**config.mk**
```make
export PLATFORM = sky130hd
export DESIGN_NAME = color_centroid_tracker_flat
export DESIGN_NICKNAME = d
export VERILOG_FILES = /design/src/rtl/color_centroid_tracker_if.sv /design/src/rtl/color_centroid_tracker.sv /design/src/flat_wrapper.sv
export SDC_FILE = /design/constraint.sdc
export NUM_CORES = 1
export LEC_CHECK = 0
export ABC_AREA = 0
export CELL_PAD_IN_SITES_DETAIL_PLACEMENT = 1
export CELL_PAD_IN_SITES_GLOBAL_PLACEMENT = 2
export CORE_MARGIN = 2
export CORE_UTILIZATION = 39
export DETAILED_ROUTE_END_ITERATION = 16
export HOLD_SLACK_MARGIN = 0.05
export PLACE_DENSITY = 0.86
export SLEW_MARGIN = 20
export SYNTH_ARGS = -nofsm -noshare
export SYNTH_HDL_FRONTEND = slang
export SYNTH_SLANG_ARGS = --single-unit
```
**constraint.sdc**
```tcl
create_clock -name iCLK -period 8.4 [get_ports iCLK]
set_clock_uncertainty 0.15 [all_clocks]
set_input_delay 2.1 -clock iCLK [delete_from_list [all_inputs] [get_ports iCLK]]
set_output_delay 2.1 -clock iCLK [all_outputs]
set_load 0.01 [all_outputs]
```
**src/rtl/color_centroid_tracker_if.sv**
```systemverilog
// Pixel stream in, per-frame centroid result out.
// The master drives pixels and the slave returns the result.
interface color_centroid_tracker_if;
    logic [9:0]  iR, iG, iB;
    logic        iDVAL;
    logic        iVS;
    logic [9:0]  oX, oY;
    logic [9:0]  oMinX, oMaxX, oMinY, oMaxY;
    logic [18:0] oCount;
    logic        oFound;
    logic        oValid;

    modport master (
        output iR, iG, iB, iDVAL, iVS,
        input  oX, oY, oMinX, oMaxX, oMinY, oMaxY, oCount, oFound, oValid
    );

    modport slave (
        input  iR, iG, iB, iDVAL, iVS,
        output oX, oY, oMinX, oMaxX, oMinY, oMaxY, oCount, oFound, oValid
    );
endinterface

```
**src/rtl/color_centroid_tracker.sv**
```systemverilog
// Colour-threshold centroid tracker. It rebuilds x/y from DVAL and VS and
// accumulates the matching pixels of each frame. At every frame edge it
// takes a snapshot, divides the sums by the count, and publishes one
// result for the frame.
module color_centroid_tracker #(
    parameter int         H_ACTIVE   = 640,
    parameter int         V_ACTIVE   = 480,
    parameter logic [9:0] R_MIN      = 10'd700,
    parameter logic [9:0] G_MAX      = 10'd300,
    parameter logic [9:0] B_MAX      = 10'd300,
    parameter int         MIN_PIXELS = 16
) (
    input logic                     iCLK,
    input logic                     iRESET,
    color_centroid_tracker_if.slave bus
);
    typedef enum logic [2:0] {WAIT_FRAME, ACCUM, DIV_X, DIV_Y, PUBLISH} state_t;
    state_t state, state_n;

    logic        vs_q, frame_edge, snap, snap_found, pend;
    logic [9:0]  x, y, min_x, max_x, min_y, max_y;
    logic [18:0] count;
    logic [27:0] sum_x, sum_y;

    // base values: the current frame, or an empty frame in the edge cycle
    logic [9:0]  bx, by, bmin_x, bmax_x, bmin_y, bmax_y;
    logic [18:0] bcount;
    logic [27:0] bsum_x, bsum_y;
    logic        take, hit;
    logic [9:0]  x_n, y_n, min_x_n, max_x_n, min_y_n, max_y_n;
    logic [18:0] count_n;
    logic [27:0] sum_x_n, sum_y_n;

    // snapshot of the closed frame
    logic [9:0]  res_min_x, res_max_x, res_min_y, res_max_y, res_qx;
    logic [18:0] res_count;
    logic [27:0] res_sum_y;
    logic        res_found;

    // restoring divider: the dividend shifts out of div_q as the quotient shifts in
    logic [28:0] div_rem, trial, rem_n;
    logic [27:0] div_q, q_n;
    logic [18:0] div_den;
    logic [4:0]  div_cnt;
    logic        div_last, ge;

    // publish source: the live accumulators when publishing straight from the edge
    logic        pub, src_found;
    logic [18:0] src_count;
    logic [9:0]  src_min_x, src_max_x, src_min_y, src_max_y;

    assign frame_edge = !bus.iVS && vs_q;
    assign snap       = frame_edge && (state != WAIT_FRAME);
    assign snap_found = count >= 19'(MIN_PIXELS);
    assign div_last   = (div_cnt == 5'd27);

    // next accumulator values for one pixel
    always_comb begin
        bx = x; by = y; bcount = count; bsum_x = sum_x; bsum_y = sum_y;
        bmin_x = min_x; bmax_x = max_x; bmin_y = min_y; bmax_y = max_y;
        if (frame_edge) begin
            bx = '0; by = '0; bcount = '0; bsum_x = '0; bsum_y = '0;
            bmin_x = 10'h3FF; bmax_x = '0; bmin_y = 10'h3FF; bmax_y = '0;
        end
        take = (frame_edge || state != WAIT_FRAME) && bus.iDVAL && (by < 10'(V_ACTIVE));
        hit  = take && (bus.iR >= R_MIN) && (bus.iG <= G_MAX) && (bus.iB <= B_MAX);
        x_n = bx; y_n = by; count_n = bcount; sum_x_n = bsum_x; sum_y_n = bsum_y;
        min_x_n = bmin_x; max_x_n = bmax_x; min_y_n = bmin_y; max_y_n = bmax_y;
        if (take) begin
            if (bx == 10'(H_ACTIVE - 1)) begin
                x_n = '0;
                y_n = by + 10'd1;
            end else begin
                x_n = bx + 10'd1;
            end
        end
        if (hit) begin
            count_n = bcount + 19'd1;
            sum_x_n = bsum_x + 28'(bx);
            sum_y_n = bsum_y + 28'(by);
            if (bx < bmin_x) min_x_n = bx;
            if (bx > bmax_x) max_x_n = bx;
            if (by < bmin_y) min_y_n = by;
            if (by > bmax_y) max_y_n = by;
        end
    end

    // accumulators and the sync history
    always_ff @(posedge iCLK) begin
        if (iRESET) begin
            vs_q <= 1'b0;
            x <= '0; y <= '0; count <= '0; sum_x <= '0; sum_y <= '0;
            min_x <= 10'h3FF; max_x <= '0; min_y <= 10'h3FF; max_y <= '0;
        end else begin
            vs_q <= bus.iVS;
            x <= x_n; y <= y_n; count <= count_n; sum_x <= sum_x_n; sum_y <= sum_y_n;
            min_x <= min_x_n; max_x <= max_x_n; min_y <= min_y_n; max_y <= max_y_n;
        end
    end

    // one restoring divide step
    always_comb begin
        trial = {div_rem[27:0], div_q[27]};
        ge    = trial >= {10'd0, div_den};
        rem_n = ge ? trial - {10'd0, div_den} : trial;
        q_n   = {div_q[26:0], ge};
    end

    // state register
    always_ff @(posedge iCLK) begin
        if (iRESET) state <= WAIT_FRAME;
        else        state <= state_n;
    end

    // next state. An edge landing in PUBLISH with a small count is deferred
    // by one cycle so oValid never pulses twice in a row.
    always_comb begin
        state_n = state;
        case (state)
            WAIT_FRAME: if (frame_edge) state_n = ACCUM;
            ACCUM:      if (pend) state_n = PUBLISH;
            DIV_X:      if (div_last) state_n = DIV_Y;
            DIV_Y:      if (div_last) state_n = PUBLISH;
            PUBLISH:    state_n = ACCUM;
            default:    state_n = WAIT_FRAME;
        endcase
        if (snap) begin
            if (snap_found)              state_n = DIV_X;
            else if (state == PUBLISH)   state_n = ACCUM;
            else                         state_n = PUBLISH;
        end
    end

    // snapshot, divider and deferred-publish flag
    always_ff @(posedge iCLK) begin
        if (iRESET) begin
            res_count <= '0; res_sum_y <= '0; res_found <= 1'b0; res_qx <= '0;
            res_min_x <= '0; res_max_x <= '0; res_min_y <= '0; res_max_y <= '0;
            div_rem <= '0; div_q <= '0; div_den <= '0; div_cnt <= '0;
            pend <= 1'b0;
        end else begin
            if (state == ACCUM) pend <= 1'b0;
            if (snap) begin
                res_count <= count; res_sum_y <= sum_y; res_found <= snap_found;
                res_min_x <= min_x; res_max_x <= max_x; res_min_y <= min_y; res_max_y <= max_y;
                div_rem <= '0; div_q <= sum_x; div_den <= count; div_cnt <= '0;
                pend <= !snap_found && (state == PUBLISH);
            end else if (state == DIV_X || state == DIV_Y) begin
                if (div_last) begin
                    div_cnt <= '0;
                    div_rem <= '0;
                    if (state == DIV_X) begin
                        res_qx <= q_n[9:0];
                        div_q  <= res_sum_y;
                    end else begin
                        div_q  <= q_n;
                    end
                end else begin
                    div_cnt <= div_cnt + 5'd1;
                    div_rem <= rem_n;
                    div_q   <= q_n;
                end
            end
        end
    end

    // publish mux
    always_comb begin
        pub       = (state_n == PUBLISH);
        src_found = !snap && res_found;
        src_count = snap ? count : res_count;
        src_min_x = snap ? min_x : res_min_x;
        src_max_x = snap ? max_x : res_max_x;
        src_min_y = snap ? min_y : res_min_y;
        src_max_y = snap ? max_y : res_max_y;
    end

    // result outputs, held between publishes
    always_ff @(posedge iCLK) begin
        if (iRESET) begin
            bus.oX <= '0; bus.oY <= '0; bus.oCount <= '0; bus.oFound <= 1'b0; bus.oValid <= 1'b0;
            bus.oMinX <= '0; bus.oMaxX <= '0; bus.oMinY <= '0; bus.oMaxY <= '0;
        end else begin
            bus.oValid <= pub;
            if (pub) begin
                bus.oCount <= src_count;
                bus.oFound <= src_found;
                bus.oMinX  <= src_min_x;
                bus.oMaxX  <= src_max_x;
                bus.oMinY  <= src_min_y;
                bus.oMaxY  <= src_max_y;
                if (src_found) begin
                    bus.oX <= res_qx;
                    bus.oY <= q_n[9:0];
                end
            end
        end
    end
endmodule

```
**src/flat_wrapper.sv**
```systemverilog
// flat-port wrapper written by rule: the top's interface ports become plain ports
module color_centroid_tracker_flat 
#(
    parameter int         H_ACTIVE   = 640,
    parameter int         V_ACTIVE   = 480,
    parameter logic [9:0] R_MIN      = 10'd700,
    parameter logic [9:0] G_MAX      = 10'd300,
    parameter logic [9:0] B_MAX      = 10'd300,
    parameter int         MIN_PIXELS = 16
)
  (iCLK, iRESET, bus_iR, bus_iG, bus_iB, bus_iDVAL, bus_iVS, bus_oX, bus_oY, bus_oMinX, bus_oMaxX, bus_oMinY, bus_oMaxY, bus_oCount, bus_oFound, bus_oValid);
  color_centroid_tracker_if bus_i ();
  input logic iCLK;
  input logic iRESET;
  input wire logic [$bits(bus_i.iR)-1:0] bus_iR;
  input wire logic [$bits(bus_i.iG)-1:0] bus_iG;
  input wire logic [$bits(bus_i.iB)-1:0] bus_iB;
  input wire logic [$bits(bus_i.iDVAL)-1:0] bus_iDVAL;
  input wire logic [$bits(bus_i.iVS)-1:0] bus_iVS;
  output wire logic [$bits(bus_i.oX)-1:0] bus_oX;
  output wire logic [$bits(bus_i.oY)-1:0] bus_oY;
  output wire logic [$bits(bus_i.oMinX)-1:0] bus_oMinX;
  output wire logic [$bits(bus_i.oMaxX)-1:0] bus_oMaxX;
  output wire logic [$bits(bus_i.oMinY)-1:0] bus_oMinY;
  output wire logic [$bits(bus_i.oMaxY)-1:0] bus_oMaxY;
  output wire logic [$bits(bus_i.oCount)-1:0] bus_oCount;
  output wire logic [$bits(bus_i.oFound)-1:0] bus_oFound;
  output wire logic [$bits(bus_i.oValid)-1:0] bus_oValid;
  assign bus_i.iR = bus_iR;
  assign bus_i.iG = bus_iG;
  assign bus_i.iB = bus_iB;
  assign bus_i.iDVAL = bus_iDVAL;
  assign bus_i.iVS = bus_iVS;
  assign bus_oX = bus_i.oX;
  assign bus_oY = bus_i.oY;
  assign bus_oMinX = bus_i.oMinX;
  assign bus_oMaxX = bus_i.oMaxX;
  assign bus_oMinY = bus_i.oMinY;
  assign bus_oMaxY = bus_i.oMaxY;
  assign bus_oCount = bus_i.oCount;
  assign bus_oFound = bus_i.oFound;
  assign bus_oValid = bus_i.oValid;
  color_centroid_tracker #(.H_ACTIVE(H_ACTIVE), .V_ACTIVE(V_ACTIVE), .R_MIN(R_MIN), .G_MAX(G_MAX), .B_MAX(B_MAX), .MIN_PIXELS(MIN_PIXELS)) u_core (.iCLK(iCLK), .iRESET(iRESET), .bus(bus_i));
endmodule
```
# Yosys cells after proc, flatten, opt, wreduce, memory -nomap -nowiden

Cells that the tools add are included.

Add/sub/neg operators: 7
Order comparisons: 10
Equal/unequal tests: 7
Multiplexer cells: 46
Bitwise operators: 1
Reductions and logical operators: 21

Operators with widths:

| operator                | number |
|---|---|
| $mux W28                | 10 |
| $mux W10                | 22 |
| $mux W19                | 3 |
| $add A28 B10 Y28        | 2 |
| $ge A29 B19 Y1          | 1 |
| $sub A28 B19 Y28        | 1 |
| $mux W3                 | 7 |
| $add A10 B1 Y10 const B | 2 |
| $gt A10 B10 Y1          | 2 |
| $le A10 B9 Y1 const B   | 2 |
| $lt A10 B10 Y1          | 2 |
| $add A19 B1 Y19 const B | 1 |
| $ge A19 B5 Y1 const B   | 1 |
| $pmux W3 S5             | 1 |
| $eq A10 B10 Y1 const B  | 1 |
| $ge A10 B10 Y1 const B  | 1 |
| $lt A10 B9 Y1 const B   | 1 |
| $logic_and A1 B1 Y1     | 9 |
| $eq A3 B2 Y1 const B    | 2 |
| $eq A3 B3 Y1 const B    | 2 |
| $add A5 B1 Y5 const B   | 1 |
| $eq A5 B5 Y1 const B    | 1 |
| $mux W5                 | 1 |
| $reduce_and A4 Y1       | 1 |
| 10 further kinds        | 15 |

Flip-flop bits (word level): 399
Output and inout bits: 81

# Logic depth before layout (Yosys ltp)

Depth in word-level cells: 9
Gate-level depth with buffers: 18
Depth with buffers taken out: 13

# Worst setup path before layout

OpenSTA, ideal clock, no wires.

Path kind: in2reg
Start point: input port bus_iVS
End point: register u_core.sum_y[25]
Arrival time: 5.847 ns
Data required time: 8.179 ns
Path slack: 2.333 ns
Cell stages on the path: 18
Path buffers: 6
Cell sequence: nand2b_1 > clkbuf_1 > clkbuf_1 > clkbuf_1 > clkbuf_1 > buf_2 > nand2_1 > inv_1 > ha_1 > maj3_1 > o211ai_1 > a2111oi_0 > o41ai_1 > a21boi_0 > o21ai_1 > buf_2 > or4_1 > a21oi_1

Longest elaborated chain between the ends: 9
Elaborated cells between the ends (all ways): 13

RTL lines:

| what                                                     | RTL line                     | source |
|---|---|---|
| from (decl)                                              | flat_wrapper.sv:19           | `input wire logic [$bits(bus_i.iVS)-1:0] bus_iVS;` |
| $logic_not A1 Y1 (*)                                     | color_centroid_tracker.sv:52 | `assign frame_edge = !bus.iVS && vs_q;` |
| $logic_and A1 B1 Y1 (*)                                  | color_centroid_tracker.sv:52 |  |
| branches (longest 6 deep; another with $add A28 B10 Y28) | --                           |  |
| $mux W28 (*)                                             | color_centroid_tracker.sv:77 | `if (hit) begin` |
| to (signal assigned)                                     | color_centroid_tracker.sv:96 | `x <= x_n; y <= y_n; count <= count_n; sum_x <= sum_x_n; sum_y <= sum_y_n;` |
| to (decl)                                                | color_centroid_tracker.sv:23 | `logic [27:0] sum_x, sum_y;` |

Every way passes the cells marked *.
A chain may end at the register's enable or synchronous reset.

# Final worst setup path

Ends and elaborated chain as after synthesis.

==> metrics.txt <==
result of the run=finished, final reports clean; final setup violation count=0; top post-synthesis cells by count=sky130_fd_sc_hd__dfxtp_1, sky130_fd_sc_hd__nand2_1, sky130_fd_sc_hd__nor2_1; CTS clock-pin slew for the worst setup and hold paths=0.06 ns; sum of net half-perimeters after detailed placement=35880 um; highest fanout seen on the critical path=53; Mapped Cells=2278; Final Slew Violations=0; worst slew slack as a fraction of its limit=between 20% and 30%; total nets after synthesis=2375; number of buffers created by CTS=47; number of sinks handled by clock tree synthesis=399; data required time of the critical path=8.75 ns; number of standard cells in the final layout excluding fillers=2962; Worst Setup Start Kind=primary input; Leak=7.764 nW; number of vias in the routed layout=16030; post-synthesis area per instance=~8.2 um^2; Die ar.=49790 um^2; H-tree depth reported by CTS=2; final hold violation count=0; worst path arrival time=6.49 ns; Post-CTS Repair Setup Buffers=0; weighted congestion at the end of routability-driven global placement=0.8529; Reg2Reg Setup Slack=4.05 ns; number of top-level pins=~120; library cell occupying the most area in the post-synthesis netlist=sky130_fd_sc_hd__dfxtp_1; PD cells=186.1 nW/um^2; Post-route DRC=0; most numerous cell in the Yosys netlist=sky130_fd_sc_hd__dfxtp_1; most common flop cell mapped by yosys=sky130_fd_sc_hd__dfxtp_1; area of the core=47550 um^2; number of cells traversed by the worst register-to-register path=12; peak supply drop=approximately 0.20 mV; share of layout cells above drive strength 1=between 7 and 8%; placed standard-cell area=20290 um^2; worst hold start=u_core.res_qx[9]; leftover overflow at the end of global routing=0; post-synthesis sequential element count=399; worst hold path class=flop to flop; die outline width=223.1 um; Resized cells post-CTS=0; count of distinct cell types in the synthesized netlist=70; Initial Utilization=39.39%; setup total negative slack=0 ns; Cells after DPL=2877; latest clock arrival within the worst-skew pair=0.58 ns; Routed wire per std cell=17.63 um; input/output buffers=112; worst path setup slack after routing=approximately 2.3 ns; worst hold path depth=2; final critical-path share of the clock period=73.09%; via count of the first global-routing pass=16560; aggregate global-route resource usage=a little over a fifth; maximum capacitance violations=0; cell area after layout=around 22000 um^2; hold_buf cts=0; Min Clock Period, post-route=6.139 ns; antenna violations before repair=0; worst setup timing slack at the placement stage=1.663 ns; type of the setup path with the least slack=primary input to flop; number of synthesized flops with an enable pin=0; number of placement rows=80; Max clock buf depth=3; number of DRC markers after the initial detailed-route iteration=906; fraction of registers with async set or reset after synthesis=0%; area share of the leading cell type in the synthesized netlist=42.65%; total standard cell area after synthesis=between 15000 and 20000 um^2; final net count=between 2000 and 2500; type of element capturing the critical path=flop; clock tree from TritonCTS=built; worst hold path endpoint=u_core.res_qx[9]; DRT Pass-1 Iters=4; Highest Clock Rate=0.1629 GHz; Clock Root Buffer=sky130_fd_sc_hd__clkbuf_16; via density per instance=5.412; register area share after synthesis=42.65%; die height=~220 um; actual slew at the worst max-slew pin=1.062 ns; layout-stage area growth over the synthesis result=16.73%; origin of the critical flop-to-flop path=u_core.vs_q; routed wire length=roughly 52000 um; RSZ-0062 raised after global routing=no; number of routed nets with antenna violations=0; critical register-to-register path endpoint=u_core.sum_y[23]; main area contributors after synthesis=sky130_fd_sc_hd__dfxtp_1, sky130_fd_sc_hd__nand2_1, sky130_fd_sc_hd__nor2_1; maximum number of pins on one net before global-route repair=97; global-route wire length before repair=86220 um; Synth Warn #=0
[worst max-delay path by stage]
stage,from,endpoint,cells past startpoint
floorplan,bus_iVS,u_core.sum_y[25],18
global placement,bus_iVS,u_core.sum_y[23],13
detailed placement,bus_iVS,u_core.sum_y[25],13
CTS,bus_iVS,u_core.sum_y[25],13
global route,bus_iVS,u_core.sum_y[23],13
finish,bus_iVS,u_core.sum_y[25],13
[layer usage]
metal  GRT usage, %  share of wire, %
met5              0                 0
met4          5.412               2.1
met3          3.042               2.5
met2          38.64                50
met1          25.59                45
[through the flow]
step / hold WS, ns / total power [W] / utilization [%]
4_1_cts: 0.3077 / 0.004122 / 45.94
6_report: 0.3064 / 0.004068 / 45.98
3_5_place_dp: 0.2975 / 0.002077 / 42.67
2_1_floorplan: 0.2757 / 0.002023 / -
5_1_grt: 0.3234 / 0.004199 / 45.98
3_3_place_gp: 0.2870 / 0.002074 / 42.67
[final cells by class]
class	count	area, um^2
antenna	1	2.502
clock buffer	70	1403
clock inverter	14	153.9
fill	5615	25680
inverter	55	206.4
multi-input combinational	1674	10050
sequential	399	7988
tap	615	769.5
timing repair buffer	134	1291
[registers in the layout, indices dropped and copies added, names as in the netlist, 19 cells and up]
signal and cells:
u_core.res_sum_y 28, u_core.div_den 19, u_core.bus.oCount 19, u_core.count 19, u_core.res_count 19, u_core.div_rem 28
u_core.sum_y 28, u_core.div_q 28, u_core.sum_x 28
[layout by cell type, fill, tap and decap left out, types with 7 or more instances in the layout]
cell type	instances
sky130_fd_sc_hd__mux2i_1	49
sky130_fd_sc_hd__inv_1	54
sky130_fd_sc_hd__nor3_1	29
sky130_fd_sc_hd__nor2b_1	9
sky130_fd_sc_hd__a211oi_1	69
sky130_fd_sc_hd__clkbuf_16	47
sky130_fd_sc_hd__o31ai_1	8
sky130_fd_sc_hd__nor2_1	301
sky130_fd_sc_hd__and2_1	24
sky130_fd_sc_hd__a21o_1	10
sky130_fd_sc_hd__clkdlybuf4s50_1	111
sky130_fd_sc_hd__o211ai_1	20
sky130_fd_sc_hd__dfxtp_1	399
sky130_fd_sc_hd__a21boi_0	24
sky130_fd_sc_hd__ha_1	62
sky130_fd_sc_hd__nand2_1	363
sky130_fd_sc_hd__buf_4	22
sky130_fd_sc_hd__nor4_1	17
sky130_fd_sc_hd__clkbuf_8	14
sky130_fd_sc_hd__a32oi_1	7
sky130_fd_sc_hd__o21ai_0	75
sky130_fd_sc_hd__a22o_1	9
sky130_fd_sc_hd__xnor2_1	68
sky130_fd_sc_hd__or2_2	8
sky130_fd_sc_hd__xor2_1	40
sky130_fd_sc_hd__mux2_2	42
sky130_fd_sc_hd__clkbuf_1	9
sky130_fd_sc_hd__or3_1	13
sky130_fd_sc_hd__maj3_1	8
sky130_fd_sc_hd__a21oi_1	169
sky130_fd_sc_hd__a31oi_1	40
sky130_fd_sc_hd__a221oi_1	7
sky130_fd_sc_hd__nand3_1	57
sky130_fd_sc_hd__and3_1	11
sky130_fd_sc_hd__nand4_1	19
sky130_fd_sc_hd__nand2b_1	14
[where the power goes]
group	total (W)	switching [W]	internal, W	leakage (nW)
registers	0.00191	0.00000614	0.00190	3.22
clock network	0.00203	0.000818	0.00122	0.761
logic	0.000127	0.0000835	0.0000433	3.79
[cell families after synthesis]
family | count (synthesis) | synth area share, %
buffers and inverters | 205 | 4.209
AOI/OAI and AO/OA | 492 | 16.70
DFF | 399 | 42.65
and+or+nand+nor | 912 | 21.57
adders and majority gates | 71 | 4.676
muxes | 91 | 5.144
xor gates and xnor gates | 108 | 5.050
[worst max-delay path: stages]
cell                              delay, ns
sky130_fd_sc_hd__clkdlybuf4s50_1       0.53
sky130_fd_sc_hd__nand2b_4              0.56
sky130_fd_sc_hd__nand2_1               0.23
sky130_fd_sc_hd__inv_1                 0.17
sky130_fd_sc_hd__ha_1                  0.20
sky130_fd_sc_hd__maj3_1                0.23
sky130_fd_sc_hd__o211ai_1              0.18
sky130_fd_sc_hd__a2111oi_0             0.57
sky130_fd_sc_hd__o41ai_1               0.17
sky130_fd_sc_hd__a21boi_0              0.48
sky130_fd_sc_hd__o21ai_1               0.37
sky130_fd_sc_hd__or4_1                 0.48
sky130_fd_sc_hd__a21oi_1               0.16
Power figures use the tool's default switching activity.
